### src/rtl/kyber_red_out_buffer.sv
// Output FIFO behind the non-stallable Kyber reduction pipeline.
// Start-of-reduction is credit-gated so a returning result always finds a free slot.
module kyber_red_out_buffer #(
  parameter int DATA_W   = 12,
  parameter int DEPTH    = 8,
  parameter int PIPE_LAT = 3
) (
  input  logic                       clk_i,
  input  logic                       rst_i,
  input  logic                       issue_i,
  output logic                       issue_ready_o,
  input  logic                       red_valid_i,
  input  logic [23:0]                red_result_i,
  output logic [DATA_W-1:0]          coeff_o,
  output logic                       coeff_valid_o,
  input  logic                       coeff_ready_i,
  output logic [$clog2(DEPTH+1)-1:0] count_o,
  output logic [$clog2(DEPTH+1)-1:0] inflight_o,
  output logic                       err_o
);

  localparam int CW = $clog2(DEPTH + 1);
  localparam int PW = $clog2(DEPTH);

  // Credits never depend on the pipeline latency; it only has to be a real pipeline.
  if (DEPTH < 2 || PIPE_LAT < 1) begin : g_bad_param
    $error("kyber_red_out_buffer: DEPTH must be >= 2 and PIPE_LAT >= 1");
  end

  logic [DATA_W-1:0] mem [DEPTH];
  logic [PW-1:0]     wr_ptr;
  logic [PW-1:0]     rd_ptr;
  logic [CW-1:0]     count;
  logic [CW-1:0]     inflight;
  logic [CW:0]       occupancy;
  logic              err;

  logic issue_ok;
  logic ret;
  logic stale;
  logic pop;
  logic wide;

  function automatic logic [PW-1:0] ptr_next(input logic [PW-1:0] p);
    if (p == PW'(DEPTH - 1)) return '0;
    else                     return p + PW'(1);
  endfunction

  assign occupancy     = {1'b0, count} + {1'b0, inflight};
  assign issue_ready_o = occupancy < (CW + 1)'(DEPTH);

  assign issue_ok = issue_i & issue_ready_o;
  assign ret      = red_valid_i & (inflight != '0);
  assign stale    = red_valid_i & (inflight == '0);
  assign pop      = (count != '0) & coeff_ready_i;
  assign wide     = |red_result_i[23:DATA_W];

  always_ff @(posedge clk_i) begin
    if (rst_i) begin
      wr_ptr   <= '0;
      rd_ptr   <= '0;
      count    <= '0;
      inflight <= '0;
      err      <= 1'b0;
    end else begin
      case ({issue_ok, ret})
        2'b10:   inflight <= inflight + CW'(1);
        2'b01:   inflight <= inflight - CW'(1);
        default: inflight <= inflight;
      endcase

      case ({ret, pop})
        2'b10:   count <= count + CW'(1);
        2'b01:   count <= count - CW'(1);
        default: count <= count;
      endcase

      if (ret) wr_ptr <= ptr_next(wr_ptr);
      if (pop) rd_ptr <= ptr_next(rd_ptr);

      // Sticky: over-issue, orphan result, or a result that does not fit DATA_W.
      if ((issue_i & ~issue_ready_o) | stale | (ret & wide)) err <= 1'b1;
    end
  end

  // Storage needs no reset; count gates visibility of every entry.
  always_ff @(posedge clk_i) begin
    if (ret) mem[wr_ptr] <= red_result_i[DATA_W-1:0];
  end

  assign coeff_o       = mem[rd_ptr];
  assign coeff_valid_o = (count != '0);
  assign count_o       = count;
  assign inflight_o    = inflight;
  assign err_o         = err;

endmodule

### config.mk
export PLATFORM = sky130hd
export DESIGN_NAME = kyber_red_out_buffer
export DESIGN_NICKNAME = d
export VERILOG_FILES = /design/src/rtl/kyber_red_out_buffer.sv
export SDC_FILE = /design/constraint.sdc
export NUM_CORES = 1
export LEC_CHECK = 0
export CAP_MARGIN = 20
export CORE_MARGIN = 4
export CORE_UTILIZATION = 50
export CTS_BUF_LIST = sky130_fd_sc_hd__clkbuf_4
export DETAILED_ROUTE_END_ITERATION = 6
export PLACE_DENSITY = 0.7
export SETUP_SLACK_MARGIN = 0.1
export SLEW_MARGIN = 5
export SYNTH_ARGS = -nofsm -noshare
export SYNTH_HDL_FRONTEND = slang
export SYNTH_SLANG_ARGS = --single-unit
### constraint.sdc
create_clock -name clk_i -period 5.3 [get_ports clk_i]
set_input_delay 1.06 -clock clk_i [delete_from_list [all_inputs] [get_ports clk_i]]
set_output_delay 1.06 -clock clk_i [all_outputs]
set_load 0.01 [all_outputs]
==> flow_summary.toml <==
[pwr]
power.density_nw_per_um2 = 444.5
p_leak_nw = 1.925
swShare_pct = 28.59
p_clk_share_pct = 26.2
combinationalPowerShare_pct = 29.0
p_seq_share_pct = 44.8
peakVddDrop_mv = 0.2099
p_total_mw = 2.535
p_int_mw = 1.811
p_sw_uw = 724.9

[synthesis]
synth.most_common_cell = "edfxtp_1"
yosys.area.top_type = "edfxtp_1"
ys_top_cells_by_count = "96 x edfxtp_1, 21 x mux4_1, 18 x a21oi_1, 18 x dfxtp_1"
synth_cell_types = 29
synthCells = 257
synth.top_cell.area_share_pct = 61.26
synthTopCellsByArea = "edfxtp_1 61%, mux4_1 12%, dfxtp_1 7.7%"
synth_nets = 301
synth_edf_count = 96
yosys_warnings = 0
yosysSeqAreaShare_pct = 68.92
synth.avg_cell_area_um2 = 18.31
ys_ff_latch = 114
syn_area_um2 = 4706
synth_flop_cell = "edfxtp_1"
async_reset_ff_share_pct = 0

[layout]
antenna_cells = 0
final_nets = 372
final_layout_size_suffix_gt1_share_pct = 19.06
utilization_pct = 62.03
area_growth_pct = 21.22

[floorplanning]
io_pins = 52
die_y_um = 105.0
core_area_um2 = 9196
start_util_pct = 51.17
chipWidth_um = 105.0
rows = 35
fp.dieArea_um2 = 11030

[route]
drc = 0
num_vias = 2509
wl_per_cell_um = 18.14
viasPerCell = 5.551
drt_iter0_drc = 175
antenna_left = 0
drtPass1Iterations = 4
wl_mm = 8.198

[grt]
antenna_found_initial = 0
grt_max_degree = 25
grt_pass1_vias = 2596
grt_pass1_wl_mm = 13.29
grt_use_total_pct = 16.25
gr-total-overflow = 0

[clock_tree]
post-cts-setup-buffer-count = 0
numCtsBuffers = 17
holdBufCountCts = 0
clk_pin_slew_ns = 0.11
cts_root_buf = "clkbuf_4"
htree_levels = 4
clk_latency_ns = 0.50
cts_resized = 0
cts_sinks = 114
cts_tree = "done"
cts_buffer_depth = 2

[job]
max-cap-violations = 0

[run_status]
status = "finished clean"

[setup_path]
cp-start-kind = "register"
reg2reg_slack_ns = 2.18
reg2reg_depth = 10
arrival_ns = 2.94
timing.critical_path.to = "coeff_o[5]"
r2r-end = "inflight_o[3]"
r2r-start = "count_o[1]"
crit_family = "multiplexers"
slowest_stage = "dfxtp_1"
path_depth = 4
critPathKind = "reg2out"
worstPathMaxFanout = 14
cpPeakStageDelay_ns = 0.72
cp_cell_sequence = "buf_4, mux4_1, mux2_2, clkdlybuf4s50_1"
worstSetupEndpointType = "output pin"
path_buf_inv = 2
worstPathRequired_ns = 4.24

[sta]
drv_slew = 0
final.setup.tns_ns = 0
timing.final.ws_setup_ns = 1.297
period_share_pct = 75.52
post-route-min-period_ns = 4.003
worst_pin_slew_ns = 1.024
max_freq_ghz = 0.2498
setup_viol = 0
finClkSkew_ns = 0.02042
hold-worst-slack_ns = 0.4885
slew_headroom_pct = 31.62
rsz0062_at_grt = "false"
hold_viol = 0

[placed_design]
post-place-ws_ns = 1.767
dp_hpwl_mm = 5.373
gp_congestion = 0.7604
io_buffers = 51

[worst_hold_path]
hold_start = "rd_ptr[1]"
hold_class = "reg2reg"
[power by group through the flow]
stage                     clock [mW]  sequential (mW)  combinational, mW
after global placement             0             1.16              0.732
final                          0.664             1.14              0.735
after detailed placement           0             1.16              0.745
after CTS                      0.681             1.14              0.747
after global routing           0.723             1.15              0.809
after floorplan                    0             1.13              0.487
[per-layer routing]
metal  GRT usage [%]  share of wire, %  up-vias
li1                -                 -     1197
met1           20.09                43     1242
met2           26.86                51       60
met3           5.374               4.5       10
met4           5.717               1.3        0
met5               0                 0        -
[worst register-to-register path, delay by kind of cell (launching register included)]
kind	cells	cell delay [ns]
compound gates	5	1.17
fa+ha+maj	3	0.84
flops	1	0.47
simple gates	2	0.59
[cell type report]
cell class / count / area, µm²
clock buffer: 17 / 127.6
timing repair buffer: 60 / 578.1
fill: 703 / 3492
tap: 111 / 138.9
multi-input combinational: 127 / 1404
inverter: 8 / 30.03
sequential: 114 / 3243
clock inverter: 15 / 182.7
[flip-flops by register name, summed over array words and instances (netlist names), named ones only]
register	count
mem	96
rd_ptr	3
err_o	1
inflight_o	4
count_o	4
wr_ptr	3
[stage by stage]
stage / cells / area [µm²]
after floorplan: 257 / 4706
after global placement: 420 / 5394
after detailed placement: 420 / 5394
after CTS: 452 / 5704
after global routing: 452 / 5704
final: 452 / 5704
[cell families after synthesis]
group | count (synthesis) | synth area share (%)
simple gates | 50 | 5.451
xor+xnor | 4 | 0.7444
buf+inv | 16 | 1.808
fa+ha+maj | 15 | 4.307
mux | 36 | 16.03
flops | 114 | 68.92
compound gates | 22 | 2.739
[worst min path at each step]
stage / endpoint / cells past startpoint / slack, ns
floorplan: register / 2 / 0.45
global placement: rd_ptr[1] / 2 / 0.47
detailed placement: rd_ptr[1] / 2 / 0.48
CTS: register / 2 / 0.50
global route: rd_ptr[1] / 2 / 0.52
finish: register / 2 / 0.49
[cell usage in the layout, fill, tap and decap left out, types with 4 or more instances in the layout]
cell type | Yosys | layout
edfxtp_1 | 96 | 96
clkdlybuf4s50_1 | 0 | 51
mux4_1 | 21 | 21
a21oi_1 | 18 | 18
dfxtp_1 | 18 | 18
clkbuf_4 | 0 | 17
nor2_1 | 13 | 13
ha_1 | 13 | 13
mux2_2 | 12 | 12
nand2_1 | 12 | 12
buf_4 | 0 | 9
inv_1 | 8 | 8
clkinvlp_4 | 0 | 6
nor3_2 | 0 | 4
xor2_1 | 4 | 4
(Power assumes the default switching activity.)
